File: config.mk
export PLATFORM = sky130hd
export DESIGN_NAME = envelope_bank
export DESIGN_NICKNAME = d
export VERILOG_FILES = /design/src/rtl/envelope_bank.sv
export SDC_FILE = /design/constraint.sdc
export NUM_CORES = 1
export LEC_CHECK = 0
export ABC_CLOCK_PERIOD_IN_PS = 7300
export CORE_MARGIN = 2
export CORE_UTILIZATION = 30
export CTS_CLUSTER_SIZE = 40
export DETAILED_ROUTE_END_ITERATION = 10
export HOLD_SLACK_MARGIN = 0.03
export SYNTH_ARGS = -nofsm -noshare
export SYNTH_HDL_FRONTEND = slang
export SYNTH_SLANG_ARGS = --single-unit
File: constraint.sdc
create_clock -name clk -period 7.3 [get_ports clk]
set_clock_uncertainty 0.2 [all_clocks]
set_input_delay 1.46 -clock clk [delete_from_list [all_inputs] [get_ports clk]]
set_output_delay 1.46 -clock clk [all_outputs]
set_load 0.05 [all_outputs]
File: src/rtl/envelope_bank.sv
// ============================================================================
//  Module      : envelope_bank
//  Description : Bank of NVOICES ADSR envelope generators. They share one
//                update datapath that visits the voices in order, one voice
//                per clock, after each sample_tick.
//  Options     : ENVBANK_EXP_RELEASE_EN - exponential-shaped release
//                (decrement = release rate + acc>>8); linear when undefined.
//  Revision    : 1.0 - initial release
// ============================================================================
`default_nettype none

module envelope_bank #(
    parameter int NVOICES          = 4,
    parameter int BITSIZE          = 16,
    parameter int ACCUMULATOR_BITS = 26,
    parameter int SAMPLE_CLK_FREQ  = 44100
) (
    input  logic                                              clk,
    input  logic                                              rst_n,
    input  logic                                              sample_tick,
    input  logic [NVOICES-1:0]                                gate,
    input  logic [4*NVOICES-1:0]                              a,
    input  logic [4*NVOICES-1:0]                              d,
    input  logic [4*NVOICES-1:0]                              s,
    input  logic [4*NVOICES-1:0]                              r,
    output logic signed [BITSIZE-1:0]                         amplitude,
    output logic                                              amp_valid,
    output logic [((NVOICES > 1) ? $clog2(NVOICES) : 1)-1:0]  amp_voice,
    output logic                                              busy,
    output logic                                              overrun
);

    localparam int AB = ACCUMULATOR_BITS;
    localparam int VW = (NVOICES > 1) ? $clog2(NVOICES) : 1;
    localparam int IW = $clog2(NVOICES + 1);
    localparam logic [AB-1:0] C_ACC_MAX = {AB{1'b1}};

    // Increment per update for a segment duration in milliseconds.
    // floor(2^AB*1000/(t_ms*Fs)) equals floor(2^AB/(t*Fs)) exactly.
    function automatic logic [AB-1:0] rate_inc(input int code);
        logic [63:0] t_ms;
        logic [63:0] q;
        case (code)
            0:       t_ms = 64'd2;
            1:       t_ms = 64'd8;
            2:       t_ms = 64'd16;
            3:       t_ms = 64'd24;
            4:       t_ms = 64'd38;
            5:       t_ms = 64'd56;
            6:       t_ms = 64'd68;
            7:       t_ms = 64'd80;
            8:       t_ms = 64'd100;
            9:       t_ms = 64'd250;
            10:      t_ms = 64'd500;
            11:      t_ms = 64'd800;
            12:      t_ms = 64'd1000;
            13:      t_ms = 64'd3000;
            14:      t_ms = 64'd5000;
            default: t_ms = 64'd8000;
        endcase
        q = ((64'd1 << AB) * 64'd1000) / (t_ms * 64'(SAMPLE_CLK_FREQ));
        return q[AB-1:0];
    endfunction

    localparam logic [AB-1:0] C_RATE_INC [16] = '{
        rate_inc(0),  rate_inc(1),  rate_inc(2),  rate_inc(3),
        rate_inc(4),  rate_inc(5),  rate_inc(6),  rate_inc(7),
        rate_inc(8),  rate_inc(9),  rate_inc(10), rate_inc(11),
        rate_inc(12), rate_inc(13), rate_inc(14), rate_inc(15)
    };

    typedef enum logic [2:0] {
        ST_OFF     = 3'd0,
        ST_ATTACK  = 3'd1,
        ST_DECAY   = 3'd2,
        ST_SUSTAIN = 3'd3,
        ST_RELEASE = 3'd4
    } state_e;

    // Per-voice state
    state_e        state_q [NVOICES];
    logic [AB-1:0] acc_q   [NVOICES];
    logic          lgate_q [NVOICES];

    // Pass sequencing and output registers
    logic               busy_q;
    logic [IW-1:0]      idx_q;
    logic [BITSIZE-1:0] amp_q;
    logic               valid_q;
    logic [VW-1:0]      voice_q;
    logic               overrun_q;

    // Shared update datapath
    logic          w_start;
    logic          w_do;
    logic [VW-1:0] w_vidx;
    int            w_base;
    state_e        w_cur_state;
    logic [AB-1:0] w_cur_acc;
    logic          w_gate;
    logic          w_lgate;
    logic [AB-1:0] w_att_inc;
    logic [AB-1:0] w_dec_inc;
    logic [AB-1:0] w_level;
    logic [AB:0]   w_att_sum;
    logic [AB:0]   w_rel_dec;
    state_e        state_d;
    logic [AB-1:0] acc_d;

    // The tick cycle itself updates voice 0 so its result appears one cycle later.
    assign w_start = sample_tick && !busy_q;
    assign w_do    = w_start || (busy_q && (idx_q != IW'(NVOICES)));
    assign w_vidx  = w_start ? '0 : idx_q[VW-1:0];

    // Next state and accumulator for the voice being visited this cycle.
    always_comb begin
        w_base      = 4 * int'(w_vidx);
        w_cur_state = state_q[w_vidx];
        w_cur_acc   = acc_q[w_vidx];
        w_gate      = gate[w_vidx];
        w_lgate     = lgate_q[w_vidx];
        w_att_inc   = C_RATE_INC[a[w_base +: 4]];
        w_dec_inc   = C_RATE_INC[d[w_base +: 4]];
        w_level     = {s[w_base +: 4], {(AB-4){1'b1}}};
        w_att_sum   = {1'b0, w_cur_acc} + {1'b0, w_att_inc};
`ifdef ENVBANK_EXP_RELEASE_EN
        w_rel_dec   = {1'b0, C_RATE_INC[r[w_base +: 4]]} + {1'b0, (w_cur_acc >> 8)};
`else
        w_rel_dec   = {1'b0, C_RATE_INC[r[w_base +: 4]]};
`endif
        state_d     = w_cur_state;
        acc_d       = w_cur_acc;

        // Attack step shared by gate-on and ongoing attack; starts from the
        // current level so a retrigger never drops the output.
        if ((w_gate && !w_lgate) || (w_cur_state == ST_ATTACK && w_gate)) begin
            if (w_att_sum >= {1'b0, C_ACC_MAX}) begin
                acc_d   = C_ACC_MAX;
                state_d = ST_DECAY;
            end else begin
                acc_d   = w_att_sum[AB-1:0];
                state_d = ST_ATTACK;
            end
        end else begin
            case (w_cur_state)
                ST_OFF: begin
                    acc_d = '0;
                end
                ST_ATTACK: begin
                    state_d = ST_RELEASE;
                end
                ST_DECAY: begin
                    if (!w_gate) begin
                        state_d = ST_RELEASE;
                    end else if (w_cur_acc <= w_level) begin
                        state_d = ST_SUSTAIN;
                    end else if ((w_cur_acc - w_level) <= w_dec_inc) begin
                        acc_d   = w_level;
                        state_d = ST_SUSTAIN;
                    end else begin
                        acc_d = w_cur_acc - w_dec_inc;
                    end
                end
                ST_SUSTAIN: begin
                    if (!w_gate) begin
                        state_d = ST_RELEASE;
                    end else begin
                        acc_d = w_level;
                    end
                end
                ST_RELEASE: begin
                    if (w_rel_dec >= {1'b0, w_cur_acc}) begin
                        acc_d   = '0;
                        state_d = ST_OFF;
                    end else begin
                        acc_d = w_cur_acc - w_rel_dec[AB-1:0];
                    end
                end
                default: begin
                    acc_d   = '0;
                    state_d = ST_OFF;
                end
            endcase
        end
    end

    // Commit the visited voice's new state, level and gate history.
    always_ff @(posedge clk or negedge rst_n) begin
        if (!rst_n) begin
            for (int k = 0; k < NVOICES; k++) begin
                state_q[k] <= ST_OFF;
                acc_q[k]   <= '0;
                lgate_q[k] <= 1'b0;
            end
        end else if (w_do) begin
            state_q[w_vidx] <= state_d;
            acc_q[w_vidx]   <= acc_d;
            lgate_q[w_vidx] <= w_gate;
        end
    end

    // Pass sequencing, result registers and overrun detection.
    always_ff @(posedge clk or negedge rst_n) begin
        if (!rst_n) begin
            busy_q    <= 1'b0;
            idx_q     <= '0;
            amp_q     <= '0;
            valid_q   <= 1'b0;
            voice_q   <= '0;
            overrun_q <= 1'b0;
        end else begin
            valid_q   <= w_do;
            overrun_q <= sample_tick && busy_q;
            if (w_do) begin
                amp_q   <= {1'b0, acc_d[AB-1 -: BITSIZE-1]};
                voice_q <= w_vidx;
            end
            if (w_start) begin
                busy_q <= 1'b1;
                idx_q  <= IW'(1);
            end else if (busy_q) begin
                if (idx_q == IW'(NVOICES)) begin
                    busy_q <= 1'b0;
                end else begin
                    idx_q <= idx_q + 1'b1;
                end
            end
        end
    end

    assign amplitude = amp_q;
    assign amp_valid = valid_q;
    assign amp_voice = voice_q;
    assign busy      = busy_q;
    assign overrun   = overrun_q;

endmodule

`default_nettype wire
==> flow_metrics.env <==
export IMPL_slowest_stage="fa_1"
export IMPL_syn_to_final_growth_pct=24.1
export IMPL_gp_congestion=0.965
export IMPL_grt_pass1_vias=13934
export IMPL_hold_depth=2
export IMPL_final_cell_count_no_fill=2610
export IMPL_drive_gt1_share_pct=21.6
export IMPL_hold_violations=0
export IMPL_dieArea_um2=49900
export IMPL_fin_crit_sh_pct=92.9
export IMPL_reg2reg_depth=23
export IMPL_synthArstFlopShare_pct=100
export IMPL_die_y_um=223
export IMPL_post_dp_cell_area_um2=17300
export IMPL_slew_headroom_pct=27.9
export IMPL_synth_mux_area_share_pct=11.6
export IMPL_final_antenna_net_count=0
export IMPL_ios=92
export IMPL_netlist_instances=1750
export IMPL_slowest_delay_ns=0.41
export IMPL_synth_cell_types=99
export IMPL_syn_num_nets=1925
export IMPL_tritoncts="yes"
export IMPL_cts_max_path_buffers=2
export IMPL_synth_flop_cell="dfrtp_1"
export IMPL_critPathKind="input pin to flip-flop"
export IMPL_end_kind="flip-flop"
export IMPL_ys_seq_area_share_pct=24.6
export IMPL_drt_first_pass_iters=5
export IMPL_synth_edf_count=0
export IMPL_maxCapViolations=0
export IMPL_hp_class="flip-flop to flip-flop"
export IMPL_crit_fanout=13
export IMPL_maxSlewViolCount=0
export IMPL_grt_antenna_before_repair=0
export IMPL_stdcell_area_um2=17900
export IMPL_overflow=0
export IMPL_ys_warn_count=0
export IMPL_netlist_area_um2=14400
export IMPL_dp_hpwl_mm=40.6
export IMPL_rows=80
export IMPL_routed_wirelength_mm=50.8
export IMPL_synth_seq_cells=142
export IMPL_drt_iter0_markers=1255
export IMPL_grt_pass1_wl_mm=79.3
export IMPL_synth_adder_area_share_pct=9.17
export IMPL_n_antenna_cell=0
export IMPL_synth_top_family_by_area="compound AO/OA/AOI/OAI gates"
export IMPL_synthSimpleGateAreaFrac_pct=17.6
export IMPL_rsz0062_at_grt="no"
export IMPL_clkTransAtPathRegs_ns=0.06
export IMPL_fin_nets=2159
export IMPL_outcome="completed"
export IMPL_io_buffers=90
export IMPL_dp_slack_ns=-0.268
export IMPL_synth_compound_area_share_pct=25.9
export IMPL_critPathRequiredTime_ns=7.41
export IMPL_numCtsBuffers=17
export IMPL_grt_usage_pct=20.2
export IMPL_fmax_mhz=147
export IMPL_min_period_ns=6.78
export IMPL_vias_per_cell=5.50
export IMPL_dp_cells=2580
export IMPL_h_tree_depth=4
export IMPL_num_vias=14368
export IMPL_grt_max_degree=74
export IMPL_initial_core_util_pct=30.3
export IMPL_die_width_um=223
export IMPL_cp_common_cell="buf_4"
export IMPL_core_area_um2=47600
export IMPL_crit_arrival_ns=6.89
export IMPL_drc=0
export IMPL_fillers=4919
export IMPL_wl_per_cell_um=19.5
export IMPL_syn_area_per_cell_um2=8.25
export IMPL_critPathLaunchType="input pin"
export IMPL_clkSinkCount=142
export IMPL_synth_xor_area_share_pct=4.79
export IMPL_clk_latency_ns=0.44
export IMPL_clockRootBuffer="clkbuf_16"
export IMPL_tightest_slew_ns=1.08
export IMPL_setup_viol=0
export IMPL_fin_ws_ns=0.517
export IMPL_post_cts_buffers=0
==> cell usage after synthesis (6+ instances only) <==
cell	count	area share, %
a211oi_1	10	0.52
a21o_1	30	1.6
a21oi_1	167	5.8
a221oi_1	7	0.42
a22oi_1	6	0.31
a31oi_1	43	1.9
and2_1	8	0.35
and3_1	14	0.61
buf_2	13	0.45
buf_4	10	0.52
buf_6	16	1.2
clkbuf_1	52	1.4
dfrtp_1	142	25
ha_1	101	8.8
inv_1	79	2.1
mux2_2	103	8.0
mux2i_1	51	3.5
nand2_1	148	3.8
nand2b_1	15	0.65
nand3_1	59	2.0
nand4_1	20	0.87
nor2_1	186	4.8
nor2b_1	16	0.69
nor3_1	16	0.55
nor4_1	12	0.52
o2111ai_1	8	0.49
o211ai_1	15	0.78
o21a_1	11	0.57
o21ai_0	96	3.3
o21ai_1	12	0.42
o21bai_1	9	0.47
o221a_2	12	0.94
o221ai_1	32	1.9
o221ai_2	13	1.4
o22ai_1	15	0.65
o31a_1	6	0.36
o31ai_1	8	0.42
or3_1	6	0.26
xnor2_1	57	3.5
xor2_1	22	1.3
==> per-layer routing <==
metal	up-vias	routed length (um)	GRT usage [%]	part of all wire [%]
met5	-	0	0	0
met4	0	1530	6.97	3.0
met3	80	2310	1.92	4.5
met2	451	23300	32.9	46
met1	6912	23700	27.9	47
li1	6925	-	-	-
==> per-stage QoR <==
step	TNS (ns)	utilization [%]	hold WS, ns
after floorplan	0	-	0.250
after global placement	-14.76	36.3	0.262
after detailed placement	-14.88	36.3	0.273
after CTS	0	37.5	0.285
after global routing	0	37.6	0.320
final	0	37.6	0.282
==> repair_timing <==
| item | in CTS | in global routing |
|---|---|---|
| hold buffers | 0 | 0 |
| gates resized for setup | 0 | 4 |
| endpoints found under the setup margin | 0 | 72 |
==> placed cells by master (no fill, tap or decap), drive strengths merged, types with 8 or more instances in the layout <==
cell           Yosys  routed
o211ai            15      15
ha               101     101
nand4             20      20
a31oi             45      45
o221ai            45      45
nor4              16      16
and2              12      12
a21o              30      30
buf               45     228
a21oi            171     171
and3              14      14
xor2              22      22
clkdlybuf4s50      0      88
dfrtp            142     142
clkbuf            55      21
o31ai              8       8
inv               79      80
a221oi             8       8
o21a              11      11
o22ai             15      15
nand2b            16      16
nand2            148     148
mux2i             51      51
o221a             12      12
nor2             188     188
o21ai            111     111
nor2b             16      16
mux2             103     103
o2111ai            8       8
o21bai             9       9
nor3              17      17
a211oi            10      10
nand3             60      60
xnor2             57      57
==> registers in the layout, summed over array words and instances, names as in the netlist <==
name	flops
acc_q	104
amplitude	15
amp_voice	2
overrun	1
idx_q	3
state_q	12
busy	1
lgate_q	4
==> cell type report <==
class,instances,area [um2],share of cell area (%)
multi-input cells,1427,10000,56.0
clock buffers,21,470,2.63
well taps,615,769,4.30
inverters,79,297,1.66
repair buffers,317,2670,14.9
clock inverters,9,110,0.615
flip-flops and latches,142,3560,19.9
==> worst max-delay path: cells and delay by family <==
family / cells / cell delay (ns)
AND/OR/NAND/NOR: 9 / 1.16
AO/OA/AOI/OAI: 9 / 1.71
adder cells (fa/ha/maj): 2 / 0.63
multiplexers: 1 / 0.26
buffers and inverters: 9 / 1.66
==> kinds of logic after synthesis <==
logic type | after synthesis
compound gates | 552
simple gates | 537
buf+inv | 181
mux | 154
flops | 142
fa+ha+maj | 104
xor+xnor | 79
other cells | 1
==> worst paths after layout <==
check | start | end | slack (ns)
hold reg to reg | acc_q[18] | acc_q[18] | 0.28
hold / removal | acc_q[18] | acc_q[18] | 0.28
setup / recovery | sample_tick | acc_q[19] | 0.52
min in group asynchronous | rst_n | lgate_q[3] | 0.84
max in group asynchronous | rst_n | idx_q[1] | 4.59
setup reg to reg | idx_q[0] | amplitude[10] | 1.07
Power is not shown: default switching activity piles up to over one toggle a cycle in this logic, so the estimate is an artifact.
